`config.mk`:
```
export PLATFORM = sky130hd
export DESIGN_NAME = mprj_io_cfg_loader
export DESIGN_NICKNAME = d
export VERILOG_FILES = /design/src/rtl/mprj_io_cfg_loader.sv
export SDC_FILE = /design/constraint.sdc
export NUM_CORES = 1
export LEC_CHECK = 0
export ABC_CLOCK_PERIOD_IN_PS = 4500
export BUFFER_PORTS_ARGS = -buffer_cell sky130_fd_sc_hd__buf_2
export CAP_MARGIN = 20
export CELL_PAD_IN_SITES_DETAIL_PLACEMENT = 1
export CELL_PAD_IN_SITES_GLOBAL_PLACEMENT = 2
export CORE_AREA = 4 4 77 79
export DETAILED_ROUTE_END_ITERATION = 10
export DIE_AREA = 0 0 81 83
export PLACE_DENSITY = 0.78
export SYNTH_ARGS = -nofsm -noshare
export SYNTH_HDL_FRONTEND = slang
export SYNTH_SLANG_ARGS = --single-unit
```
`constraint.sdc`:
```
create_clock -name clock -period 4.5 [get_ports clock]
set_input_delay 0.675 -clock clock [delete_from_list [all_inputs] [get_ports clock]]
set_output_delay 0.675 -clock clock [all_outputs]
set_load 0.01 [all_outputs]
```
`src/rtl/mprj_io_cfg_loader.sv`:
```
`default_nettype none
// ============================================================================
// Module   : mprj_io_cfg_loader
// Brief    : Fetches per-pad config words and shifts them into the GPIO chain.
// Revision : 1.0 - initial release
// ============================================================================
module mprj_io_cfg_loader #(
  parameter int NUM_PADS = 38,
  parameter int CFG_BITS = 13,
  parameter int CLK_DIV  = 4,
  localparam int IDXW    = (NUM_PADS > 1) ? $clog2(NUM_PADS) : 1
) (
  input  logic                clock,
  input  logic                resetn,
  input  logic                start,
  output logic                busy,
  output logic                done,
  output logic                cfg_rd_en,
  output logic [IDXW-1:0]     cfg_rd_idx,
  input  logic [CFG_BITS-1:0] cfg_rd_data,
  output logic                serial_clock,
  output logic                serial_data_out,
  output logic                serial_load
);

  localparam int PHW = $clog2(CLK_DIV + 1);
  localparam int BCW = $clog2(CFG_BITS + 1);
  localparam logic [PHW-1:0]  c_PH_LAST  = PHW'(CLK_DIV - 1);
  localparam logic [BCW-1:0]  c_BIT_LAST = BCW'(CFG_BITS - 1);
  localparam logic [IDXW-1:0] c_IDX_TOP  = IDXW'(NUM_PADS - 1);

  typedef enum logic [2:0] {
    IDLE     = 3'd0,
    FETCH    = 3'd1,
    CAPTURE  = 3'd2,
    SHIFT_LO = 3'd3,
    SHIFT_HI = 3'd4,
    LOAD     = 3'd5,
    DONE     = 3'd6
  } state_t;

  state_t              r_state, w_state_nxt;
  logic [IDXW-1:0]     r_idx, w_idx_nxt;
  logic [BCW-1:0]      r_bit_cnt, w_bit_cnt_nxt;
  logic [PHW-1:0]      r_phase, w_phase_nxt;
  logic [CFG_BITS-1:0] r_shreg, w_shreg_nxt;
  logic                w_ph_end;

  logic                r_busy, r_done, r_rd_en, r_sclk, r_sdo, r_sload;
  logic [IDXW-1:0]     r_rd_idx;
  logic                w_busy_nxt, w_done_nxt, w_rd_en_nxt, w_sclk_nxt, w_sdo_nxt, w_sload_nxt;
  logic [IDXW-1:0]     w_rd_idx_nxt;

  assign w_ph_end = (r_phase == c_PH_LAST);

  always_comb begin
    w_state_nxt   = r_state;
    w_idx_nxt     = r_idx;
    w_bit_cnt_nxt = r_bit_cnt;
    w_shreg_nxt   = r_shreg;
    case (r_state)
      IDLE: begin
        if (start) begin
          w_idx_nxt   = c_IDX_TOP;
          w_state_nxt = FETCH;
        end
      end
      FETCH:   w_state_nxt = CAPTURE;
      CAPTURE: begin
        w_shreg_nxt   = cfg_rd_data;
        w_bit_cnt_nxt = '0;
        w_state_nxt   = SHIFT_LO;
      end
      SHIFT_LO: if (w_ph_end) w_state_nxt = SHIFT_HI;
      SHIFT_HI: begin
        if (w_ph_end) begin
          w_shreg_nxt   = r_shreg << 1;
          w_bit_cnt_nxt = r_bit_cnt + 1'b1;
          if (r_bit_cnt != c_BIT_LAST) begin
            w_state_nxt = SHIFT_LO;
          end else if (r_idx != '0) begin
            w_idx_nxt   = r_idx - 1'b1;
            w_state_nxt = FETCH;
          end else begin
            w_state_nxt = LOAD;
          end
        end
      end
      LOAD:    if (w_ph_end) w_state_nxt = DONE;
      DONE:    w_state_nxt = IDLE;
      default: w_state_nxt = IDLE;
    endcase

    w_phase_nxt = (w_state_nxt != r_state) ? '0 : r_phase + 1'b1;

    // Outputs are decoded from the next state so every port comes straight from a flop
    w_busy_nxt   = (w_state_nxt == FETCH) || (w_state_nxt == CAPTURE) ||
                   (w_state_nxt == SHIFT_LO) || (w_state_nxt == SHIFT_HI) ||
                   (w_state_nxt == LOAD);
    w_done_nxt   = (w_state_nxt == DONE);
    w_rd_en_nxt  = (w_state_nxt == FETCH);
    w_rd_idx_nxt = w_rd_en_nxt ? w_idx_nxt : '0;
    w_sclk_nxt   = (w_state_nxt == SHIFT_HI);
    w_sload_nxt  = (w_state_nxt == LOAD);
    w_sdo_nxt    = ((w_state_nxt == SHIFT_LO) || (w_state_nxt == SHIFT_HI)) ?
                   w_shreg_nxt[CFG_BITS-1] : 1'b0;
  end

  always_ff @(posedge clock or negedge resetn) begin
    if (!resetn) begin
      r_state   <= IDLE;
      r_idx     <= '0;
      r_bit_cnt <= '0;
      r_phase   <= '0;
      r_shreg   <= '0;
      r_busy    <= 1'b0;
      r_done    <= 1'b0;
      r_rd_en   <= 1'b0;
      r_rd_idx  <= '0;
      r_sclk    <= 1'b0;
      r_sdo     <= 1'b0;
      r_sload   <= 1'b0;
    end else begin
      r_state   <= w_state_nxt;
      r_idx     <= w_idx_nxt;
      r_bit_cnt <= w_bit_cnt_nxt;
      r_phase   <= w_phase_nxt;
      r_shreg   <= w_shreg_nxt;
      r_busy    <= w_busy_nxt;
      r_done    <= w_done_nxt;
      r_rd_en   <= w_rd_en_nxt;
      r_rd_idx  <= w_rd_idx_nxt;
      r_sclk    <= w_sclk_nxt;
      r_sdo     <= w_sdo_nxt;
      r_sload   <= w_sload_nxt;
    end
  end

  assign busy            = r_busy;
  assign done            = r_done;
  assign cfg_rd_en       = r_rd_en;
  assign cfg_rd_idx      = r_rd_idx;
  assign serial_clock    = r_sclk;
  assign serial_data_out = r_sdo;
  assign serial_load     = r_sload;

endmodule
`default_nettype wire

```
## After elaboration in Yosys (flattened, before gate mapping)

Index checks and enable logic that the tools add are counted.

- Register bits after elaboration: 41
- Bits in latches: 0
- Bits in writable memories: 0
- ROM bits: 0
- Input bits: 16
- Output and inout bits: 12
- Word-level logic and storage cells: 59
- Memories kept: 0

- Add/sub/neg operators: 3
- Multipliers: 0
- Divide/modulo/power cells: 0
- $lt $le $gt $ge: 0
- Equal/unequal tests: 15
- Shift operators: 0
- Muxes and demuxes: 19
- Bitwise gates (word level): 0
- Reductions and logical operators: 9

Operators by type and width:

| kind | count |
|---|---|
| $mux 6 | 5 |
| $pmux 13 s2 | 1 |
| $mux 3 | 7 |
| $pmux 3 s6 | 1 |
| $eq 3x2->1 const B | 5 |
| $eq 3x3->1 const B | 5 |
| $mux 13 | 1 |
| $pmux 6 s2 | 1 |
| $pmux 4 s2 | 1 |
| $eq 3x1->1 const B | 2 |
| $reduce_bool 6->1 | 1 |
| $sub 6x1->6 const B | 1 |
| $logic_or 1x1->1 | 5 |
| $add 4x1->4 const B | 1 |
| $mux 4 | 1 |
| $ne 4x4->1 const B | 1 |
| $add 3x1->3 const B | 1 |
| $logic_not 3->1 | 1 |
| $ne 3x3->1 | 1 |
| $ne 2x2->1 const B | 1 |
| $reduce_and 2->1 | 1 |
| $reduce_bool 2->1 | 1 |
| $mux 1 | 1 |

## Longest topological paths before layout

Gate-level depths: netlist of the first run.

- Depth after elaboration: 10
- Gate-level depth with buffers: 8

## Least setup slack after synthesis of the first run

No wires, ideal clock.

- Path kind: reg-to-reg
- Start: reg r_phase[0]
- End: reg r_rd_idx[1] (netlist: cfg_rd_idx[1])
- Library setup time: 87 ps
- Arrival time: 1781 ps
- Slack: 2632 ps
- Cell stages (with the launch flop): 8
- Clock period less this slack: 1868 ps
- Cell sequence: dfrtp_1 > ha_1 > ha_1 > and4bb_2 > nand2_1 > nor2_1 > mux2_2 > nor3_1

- Longest elaborated chain between the ends: 5
- Elaborated cells between the ends (all ways): 9
- Classes of those cells: eq/ne: 2; mux: 7

Ends and longest elaborated chain:

| item | line | RTL |
|---|---|---|
| start: declaration | 45 | `logic [PHW-1:0] r_phase, w_phase_nxt;` |
| start signal: assignment | 127 | `r_phase <= w_phase_nxt;` |
| $eq 3x2->1 * | 54 | `assign w_ph_end = (r_phase == c_PH_LAST);` |
| $mux 3, on equally long branches | 89, 74, 76 |  |
| $pmux 3 s6 | 61 | `case (r_state)` |
| $eq 3x1->1 | 101 | `w_rd_en_nxt = (w_state_nxt == FETCH);` |
| $mux 6 * | 102 | `w_rd_idx_nxt = w_rd_en_nxt ? w_idx_nxt : '0;` |
| via w_rd_idx_nxt[1] | 52 | `logic [IDXW-1:0] w_rd_idx_nxt;` |
| end signal: assignment | 132 | `r_rd_idx <= w_rd_idx_nxt;` |
| end: declaration | 50 | `logic [IDXW-1:0] r_rd_idx;` |

Mark *: on every way through the listed nets, which the timed path passes. The rest lies on a longest branch.
A chain may end at the register's enable or synchronous reset.

## Worst setup path in the final report of the first run

- Start: reg r_state[1]
- End: reg r_shreg[7]

- Longest elaborated chain between the ends: 3
- Elaborated cells between the ends (all ways): 6
- Classes of those cells: eq/ne: 3; mux: 1; reduce/logical: 2

Ends and longest elaborated chain:

| item | line | RTL |
|---|---|---|
| start: declaration | 42 | `state_t r_state, w_state_nxt;` |
| start signal: assignment | 124 | `r_state <= w_state_nxt;` |
| $eq 3x3->1 / $eq 3x2->1 (equally long branches) | 61 |  |
| $ne 2x2->1 (no source line) / $reduce_bool 2->1 (equally long branches) | -- |  |
| $reduce_and 2->1 (no source line) | -- |  |
| end signal: assignment | 128 | `r_shreg <= w_shreg_nxt;` |
| end: declaration | 46 | `logic [CFG_BITS-1:0] r_shreg, w_shreg_nxt;` |

Parallel ways exist; a longest one is shown, timed or not.

==> results of run 1 <==
-- layer usage --
metal	GRT usage	vias up
met3	0.04230	6
li1	-	722
met1	0.1870	745
met5	0	-
met4	0.04916	0
met2	0.2465	26
-- worst min-delay path by stage --
stage | slack (ns) | end | cells past startpoint | from
floorplan | 0.38 | busy | 0 | resetn
detailed placement | 0.43 | r_phase[0] | 1 | r_phase[0]
CTS | 0.44 | r_phase[0] | 1 | r_phase[0]
global placement | 0.42 | r_phase[0] | 1 | r_phase[0]
finish | 0.44 | r_phase[0] | 1 | r_phase[0]
global route | 0.46 | r_phase[0] | 1 | r_phase[0]
-- critical path, stage by stage, from the launching register on --
cell and delay, ns:
dfrtp_1 0.51, inv_1 0.17, nor3_2 0.87, nor2_1 0.46, nand2_1 0.18, nand2_1 0.06
-- cells in the final DEF, fill, tap and decap left out, types with 2 or more instances in the layout --
cell | netlist | layout
ha_1 | 7 | 7
clkbuf_8 | 0 | 6
buf_2 | 1 | 27
nor2_1 | 15 | 15
nand2b_1 | 2 | 2
nor2b_1 | 2 | 2
inv_1 | 9 | 9
dfrtp_1 | 41 | 41
nand3_1 | 4 | 4
mux2i_1 | 2 | 2
nor3_1 | 7 | 7
o31ai_1 | 2 | 2
and3_1 | 2 | 2
xor2_1 | 2 | 2
a22oi_1 | 12 | 12
o21ai_0 | 4 | 4
o21a_1 | 2 | 2
a21oi_1 | 4 | 4
and2_1 | 6 | 6
nor3_2 | 2 | 2
nand2_1 | 35 | 35
nor3b_1 | 2 | 2
-- where the power goes --
group | internal (µW) | leakage (µW) | switching, µW
clock | 181 | 0.0000585 | 126
combinational | 9.62 | 0.000497 | 14.6
sequential | 374 | 0.000503 | 3.53
-- synth_stat cells (all sizes together), types with 3 or more instances --
library cell  count
dfrtp            41
clkbuf            4
nor3b             3
and2              6
o21ai             4
nor3              9
a22oi            12
ha                7
buf               3
a21oi             4
nor2             15
nand2            35
inv              10
nand3             4
-- cell type report --
type                    count  area, µm²
inverters                  10      37.54
multi-input cells         133      839.6
repair buffers             27      135.1
clock inverters             1      30.03
flip-flops and latches     41       1026
clock buffers               7      86.33
fillers                   649       3093
well taps                  72      90.09
-- registers in the layout (all words and copies together), names as in the netlist --
| signal | flops |
|---|---|
| r_idx | 6 |
| r_phase | 3 |
| cfg_rd_idx | 6 |
| serial_clock | 1 |
| r_bit_cnt | 4 |
| r_state | 3 |
| done | 1 |
| serial_load | 1 |
| r_shreg | 13 |
| serial_data_out | 1 |
| busy | 1 |
| cfg_rd_en | 1 |
-- metrics by stage --
stage / power [µW] / setup WS [ns] / utilization / hold WS [ns] / area (µm²)
after global placement: 407.9 / 2.256 / 0.3987 / 0.4205 / 2128
final: 708.4 / 2.122 / 0.4205 / 0.4365 / 2245
after CTS: 722.0 / 2.108 / 0.4205 / 0.4417 / 2245
after floorplan: 391.5 / 2.632 / - / 0.3794 / 1942
after detailed placement: 409.6 / 2.135 / 0.3987 / 0.4310 / 2128
after global routing: 742.1 / 1.885 / 0.4205 / 0.4557 / 2245
-- cells by family (layout without fill, tap and decap cells) --
| kind of cell | count (synthesis) | in the layout | share of synthesized area |
|---|---|---|---|
| adder cells (fa/ha/maj) | 7 | 7 | 0.04510 |
| buffers and inverters | 17 | 45 | 0.03930 |
| AND/OR/NAND/NOR | 84 | 84 | 0.2158 |
| multiplexers | 3 | 3 | 0.01611 |
| flip-flops | 41 | 41 | 0.5283 |
| AO/OA/AOI/OAI | 37 | 37 | 0.1463 |
| XOR/XNOR | 2 | 2 | 0.009022 |
==> out/qor.csv, run 1 <==
metric;value;unit
DRT Pass-1 Iters;4;
depth of the worst register-to-register path;5;
Yosys top cell by area;dfrtp_1;
Die W;81;µm
H-tree depth;2;
uppermost layer routed;met4;
max_cap viols;0;
prevailing post-synth register cell;dfrtp_1;
post-synth top area share;0.5284;
syn_area_per_cell;10.17;µm²
hold-fix buffers at CTS;0;
Die ar.;6723;µm²
core area;5338;µm²
Vias;1499;
number of enable flip-flop cells after synthesis;0;
top cells by area, synth;dfrtp_1, nand2_1, a22oi_1;
first-pass GRT wire length;7879;µm
Placed Cells;283;
Final nets;241;
initial antenna violation count;0;
global route overflow;0;
non-filler cells, final;291;
GP Congestion;0.8429;
post-route minimum period;2.378;ns
ys async rst share;1.000;
CTS tree;built;
Critical Path AT;2.55;ns
synthesis warning total;0;
Setup Buffers After CTS;0;
GRT Total Usage;0.1499;
syn nets;214;
starting density of the core;0.3638;
drt first-iter violations;54;
P per Cell Area;315.6;nW/µm²
Mapped Area;1942;µm²
drt wl/cell;15.31;µm
CP Launch Type;flip-flop;
setup TNS;0;ns
post_cts resized;0;
FF-to-FF setup slack;2.12;ns
detailed placer's ending HPWL;3272;µm
sequential element share of the synthesized area;0.5284;
largest net degree at the start of global routing;42;
ANT cells;0;
Routed met3 length;181;µm
Routed WL;4455;µm
clock tree sinks;41;
final hold violation count;0;
routed wl met2;2215;µm
pins over their slew limit;0;
Max VDD drop;0.1746;mV
Crit. End Element;flip-flop;
Max Clock Freq;0.4205;GHz
vias in the first global route;1620;
CP Class;reg2reg;
setup violators final;0;
maximum root-to-sink buffer count;2;
port bufs;27;
share of cells above drive strength 1;0.2055;
synth unique cells;46;
vias per cell;5.151;
synthesized flop and latch total;41;
clk root buf;clkbuf_8;
Post-DRT Antenna Nets;0;
Tcrit/Tclk final;0.5284;
FF-to-FF End;r_shreg[7];
critical path required time;4.67;ns
CTS clk-pin slew, worst paths;0.08;ns
P&R area growth vs syn;15.59;%
Rel. slew slack;0.2868;
die height;83;µm
CTS Buf Count;5;
RSZ-0062 raised after global routing;no;
status;complete, no violations;
measured slew at the worst slew-check pin;1.064;ns
Rows;27;
worst hold-check path type;reg2reg;
leakage power;0.001058;µW
r2r startpoint;r_state[1];
Remaining DRCs;0;
clock skew;0.009259;ns
Syn Inst Count;191;
IO Pins;28;
worst setup path start;r_state[1];
CP max FO;19;
DRT met1 WL;1995;µm
CP endpoint;r_shreg[7];
clk_lat worst skew;0.29;ns
(Power assumes the default switching activity.)
==> run 2: changes to the inputs <==
Settings changed: ABC_CLOCK_PERIOD_IN_PS 4500 to 2400, CORE_AREA 4 4 77 79 to 4 4 79 81, DIE_AREA 0 0 81 83 to 0 0 83 85, PLACE_DENSITY 0.78 to 0.75.
Clock period 4.5 ns to 2.4 ns, I/O delays scaled along.
==> out/qor.csv, run 2 (synthesis gave the netlist of run 1 again) <==
metric;value;unit;change
status;complete, no violations;;
CP max stage delay;0.38;ns;-0.49 ns
core area;5473;µm²;+2.5%
vias per cell;5.148;;about the same
clock tree sinks;41;;unchanged
most frequent cells in the layout;dfrtp_1, nand2_1, buf_2, nor2_1, a22oi_1;;
pins over their slew limit;0;;unchanged
ANT cells;0;;unchanged
global route overflow;0;;unchanged
Remaining DRCs;0;;unchanged
worst-path cell chain;ha_1, ha_1, and4bb_2, nand2_1, nor2_1, mux2_2, nor3_1;;
Routed WL;4751;µm;+6.6%
post-route minimum period;2.183;ns;-0.1950 ns
FF+latch area;1026;µm²;unchanged
RSZ-0062 raised after global routing;no;;
clk_lat worst skew;0.30;ns;about the same
critical path required time;2.61;ns;-2.06 ns
share of cells above drive strength 1;0.2301;;+0.02461
Setup Buffers After CTS;0;;unchanged
drt first-iter violations;56;;+3.7%
CTS clk-pin slew, worst paths;0.08;ns;about the same
DRT Pass-1 Iters;4;;unchanged
P&R area growth vs syn;18.30;%;
CTS Buf Count;5;;unchanged
DP Area;2181;µm²;+2.5%
port bufs;27;;unchanged
Critical Path AT;2.39;ns;-0.16 ns
Vias;1534;;+2.3%
r2r startpoint;r_phase[0];;
Rows;27;;unchanged
Worst Path Buf+Inv;0;;-1
initial antenna violation count;0;;unchanged
clock skew;0.01047;ns;+0.001213 ns
max reg flops;13;;unchanged
hold-fix buffers at CTS;0;;unchanged
P_sw;270.9;µW;+88%
worst setup path start;r_phase[0];;
CP max FO;7;;-12
GP Congestion;0.9178;;+8.9%
largest net degree at the start of global routing;42;;unchanged
slowest CP cell;mux2_2;;
CP Launch Type;flip-flop;;
Logic pwr share;0.034;;about the same
Die ar.;7055;µm²;+4.9%
FF-to-FF End;cfg_rd_idx[1];;
detailed placer's ending HPWL;3527;µm;+7.8%
final hold violation count;0;;unchanged
GRT Total Usage;0.1481;;-0.001831
depth of the worst register-to-register path;7;;+2
cell family contributing the most delay on the critical path;simple AND/OR/NAND/NOR gates;;
Post-DRT Antenna Nets;0;;unchanged
H-tree depth;2;;unchanged
post_cts resized;0;;unchanged
die height;85;µm;+2.4%
FF-to-FF setup slack;0.22;ns;-1.91 ns
Placement Setup Slack;0.2605;ns;-1.875 ns
slack of the critical path;0.2170;ns;-1.905 ns
fill count;656;;+1.1%
clk root buf;clkbuf_8;;
setup violators final;0;;unchanged
Int Pwr;1058;µW;+88%
largest reg by FF count;r_shreg;;
worst hold-check path type;in2async;;
Final Cell Area;2297;µm²;+2.3%
max_cap viols;0;;unchanged
Clock power frac;0.433;;about the same
switching share of power;0.2039;;about the same
measured slew at the worst slew-check pin;0.9150;ns;-0.1490 ns
maximum root-to-sink buffer count;2;;unchanged
Max Clock Freq;0.4581;GHz;+8.9%
first-pass GRT wire length;8293;µm;+5.3%
CP Class;reg2reg;;
starting density of the core;0.3548;;-0.008983
Max VDD drop;0.3087;mV;+77%
vias in the first global route;1703;;+5.1%
Rel. slew slack;0.3900;;+0.1032
Crit. End Element;flip-flop;;
CTS tree;built;;
Die W;83;µm;+2.5%
multi-input combinational cell area;839.6;µm²;unchanged
P per Cell Area;578.3;nW/µm²;+83%
crit-path most repeated cell;ha_1;;
setup TNS;0;ns;unchanged
commonest non-fill, non-tap cell in the layout;dfrtp_1;;
fin util;0.4198;;-0.0007810
drt wl/cell;15.94;µm;+4.1%
IO Pins;28;;unchanged
Final nets;248;;+2.9%
Tcrit/Tclk final;0.9096;;+0.3811
leakage power;0.001088;µW;+2.9%
Sequential Power Share;0.532;;about the same
run 2: cell count changes in the layout (fill, tap and decap cells not counted):
| cell | previous run | this run |
|---|---|---|
| buf_4 | 0 | 7 |
run 2: power by group through the flow:
stage          sequential [µW]  clock, µW  combinational, µW
3_5_place_dp               721          0               47.2
4_1_cts                    707        597               47.8
5_1_grt                    709        634               53.7
2_1_floorplan              719          0               14.7
6_report                   707        576               45.7
3_3_place_gp               721          0               45.4
run 2: layer usage:
metal,global-route usage,share of wire
met4,0.06389,0.029
met2,0.2719,0.52
met3,0.04078,0.043
met1,0.1593,0.41
met5,0,0
run 2: worst register-to-register path, cell delays in order (launching register included):
cell	delay (ns)
dfrtp_1	0.36
ha_1	0.19
ha_1	0.31
and4bb_2	0.37
nand2_1	0.09
nor2_1	0.24
mux2_2	0.38
nor3_1	0.16
run 2: worst max-delay path by stage:
stage                          endpoint  cells past startpoint
after CTS                 cfg_rd_idx[1]                      7
after global routing      cfg_rd_idx[1]                      7
after floorplan           cfg_rd_idx[1]                      7
after detailed placement  cfg_rd_idx[1]                      7
final                     cfg_rd_idx[1]                      7
after global placement    cfg_rd_idx[1]                      7
run 2: area by class of cell:
| type | instances | share of cell area |
|---|---|---|
| Clock buffer | 7 | 0.03758 |
| Inverter | 10 | 0.01634 |
| Timing Repair Buffer | 34 | 0.08170 |
| Tap cell | 72 | 0.03922 |
| Sequential cell | 41 | 0.4466 |
| Clock inverter | 1 | 0.01307 |
| Multi-Input combinational cell | 133 | 0.3655 |
run 2: per-stage QoR:
step	power, µW	instances	hold WS (ns)
finish	1329	298	0.1966
global route	1397	298	0.2651
CTS	1352	298	0.2221
detailed placement	768.1	290	0.4412
global placement	766.0	290	0.4189
floorplan	734.1	191	0.06441
==> run 3: changes to the inputs <==
Settings changed: ABC_CLOCK_PERIOD_IN_PS 2400 to 2200, CTS_CLUSTER_DIAMETER set to 60.
Clock period 2.4 ns to 2.2 ns, I/O delays scaled along.
==> out/qor.csv, run 3 (synthesis gave the netlist of run 1 again) <==
metric;value;unit;change
status;complete, no violations;;
leakage power;0.001103;µW;+1.4%
Die ar.;7055;µm²;unchanged
Critical Path AT;2.33;ns;-0.06 ns
measured slew at the worst slew-check pin;0.5364;ns;-0.3786 ns
share of cells above drive strength 1;0.2576;;+0.02755
Remaining DRCs;0;;unchanged
maximum root-to-sink buffer count;2;;unchanged
clock skew;0.006540;ns;-0.003932 ns
setup TNS;0;ns;unchanged
GRT Total Usage;0.1513;;+0.003255
Max VDD drop;0.3615;mV;+17%
largest reg by FF count;r_shreg;;
largest net degree at the start of global routing;21;;-50%
setup violators final;0;;unchanged
Post-DRT Antenna Nets;0;;unchanged
initial antenna violation count;0;;unchanged
Placement Setup Slack;0.1063;ns;-0.1543 ns
detailed placer's ending HPWL;3709;µm;+5.2%
DRT Pass-1 Iters;4;;unchanged
Die W;83;µm;unchanged
vias per cell;5.193;;+0.87%
CP max FO;5;;-2
max_cap viols;0;;unchanged
final hold violation count;0;;unchanged
fill count;645;;-1.7%
DP Area;2196;µm²;+0.69%
ANT cells;0;;unchanged
commonest non-fill, non-tap cell in the layout;dfrtp_1;;
Vias;1563;;+1.9%
CTS tree;built;;
pins over their slew limit;0;;unchanged
Max Clock Freq;0.4775;GHz;+4.2%
clk_lat worst skew;0.30;ns;about the same
die height;85;µm;unchanged
most frequent cells in the layout;dfrtp_1, nand2_1, buf_2, nor2_1, a22oi_1;;
P&R area growth vs syn;20.23;%;
clock tree sinks;41;;unchanged
FF-to-FF setup slack;0.11;ns;-0.11 ns
starting density of the core;0.3548;;unchanged
drt first-iter violations;67;;+20%
H-tree depth;2;;unchanged
clk root buf;clkbuf_8;;
drt wl/cell;16.53;µm;+3.7%
Rel. slew slack;0.6420;;+0.2520
core area;5473;µm²;unchanged
Crit. End Element;flip-flop;;
Tcrit/Tclk final;0.9520;;+0.04241
IO Pins;28;;unchanged
Rows;27;;unchanged
GP Congestion;0.8622;;-6.1%
CP Launch Type;flip-flop;;
critical path required time;2.44;ns;-0.17 ns
post-route minimum period;2.094;ns;-0.08862 ns
global route overflow;0;;unchanged
Routed WL;4975;µm;+4.7%
first-pass GRT wire length;8576;µm;+3.4%
port bufs;27;;unchanged
max reg flops;13;;unchanged
CTS Buf Count;5;;unchanged
slack of the critical path;0.1056;ns;-0.1114 ns
vias in the first global route;1741;;+2.2%
CP Class;reg2reg;;
Final Cell Area;2335;µm²;+1.6%
CTS clk-pin slew, worst paths;0.09;ns;about the same
P per Cell Area;624.5;nW/µm²;+8.0%
RSZ-0062 raised after global routing;no;;
worst hold-check path type;in2reg;;
Final nets;251;;+1.2%
Setup Buffers After CTS;0;;unchanged
run 3: cell types whose count changed in the layout (fill, tap and decap cells not counted):
| cell | change |
|---|---|
| buf_4 | +2 |
| clkbuf_1 | -1 |
| clkbuf_8 | -1 |
| clkinv_2 | +1 |
| dlygate4sd3_1 | +1 |
| ha_1 | -1 |
| ha_2 | +1 |
| inv_6 | +1 |
| nor2_1 | -1 |
| nor2_2 | +1 |
| nor3_1 | -1 |
| nor3_2 | +1 |
| nor4_1 | -1 |
| nor4_2 | +1 |
run 3: final cells by class:
class / count / area [µm²] / share of cell area
inverters: 10 / 37.54 / 0.01608
flip-flops and latches: 41 / 1026 / 0.4394
clock buffers: 5 / 68.82 / 0.02947
repair buffers: 37 / 212.7 / 0.09110
multi-input cells: 133 / 855.8 / 0.3666
well taps: 72 / 90.09 / 0.03859
clock inverters: 3 / 43.79 / 0.01876
run 3: critical path, cell delays in order (launching register included):
cell      delay (ns)
dfrtp_1         0.43
inv_1           0.08
ha_1            0.16
nand3_1         0.11
or4_4           0.45
o311a_1         0.31
a311oi_2        0.31
and2_1          0.19
run 3: final timing paths:
| kind | from | endpoint | cells after the start |
|---|---|---|---|
| worst max register to register | r_bit_cnt[0] | cfg_rd_idx[5] | 7 |
| worst min-delay path | cfg_rd_data[0] | r_shreg[0] | 3 |
| min in group asynchronous | resetn | r_shreg[3] | 2 |
| max in group asynchronous | resetn | busy | 3 |
| worst min register to register | r_phase[0] | r_phase[0] | 1 |
| worst max-delay path | r_bit_cnt[0] | cfg_rd_idx[5] | 7 |
run 3: metrics by stage:
step / hold slack, ns / std cells / power (µW) / utilization
finish: 0.2561 / 301 / 1458 / 0.4266
global route: 0.2529 / 301 / 1517 / 0.4266
CTS: 0.2427 / 301 / 1473 / 0.4236
detailed placement: 0.2104 / 292 / 842.1 / 0.4012
global placement: 0.2006 / 292 / 837.9 / 0.4012
floorplan: 0.03441 / 191 / 800.8 / -
run 3: power breakdown:
group / switching (µW) / total, µW / internal, µW
logic: 31.0 / 54.3 / 23.3
clock network: 291 / 632 / 341
registers: 8.37 / 772 / 764
run 3: timing repair:
action | CTS | global route
hold buffers | 1 | 0
resized for setup | 0 | 4
hold endpoints to repair | 8 | 0
setup endpoints to repair | 0 | 14
run 3: per-layer routing:
layer	share of wire	vias up	track usage	wire [µm]
met5	0	-	0	0
met4	0.0068	0	0.03120	34
met3	0.040	4	0.03592	197
met2	0.51	36	0.2799	2524
met1	0.45	781	0.1786	2218
li1	-	742	-	-
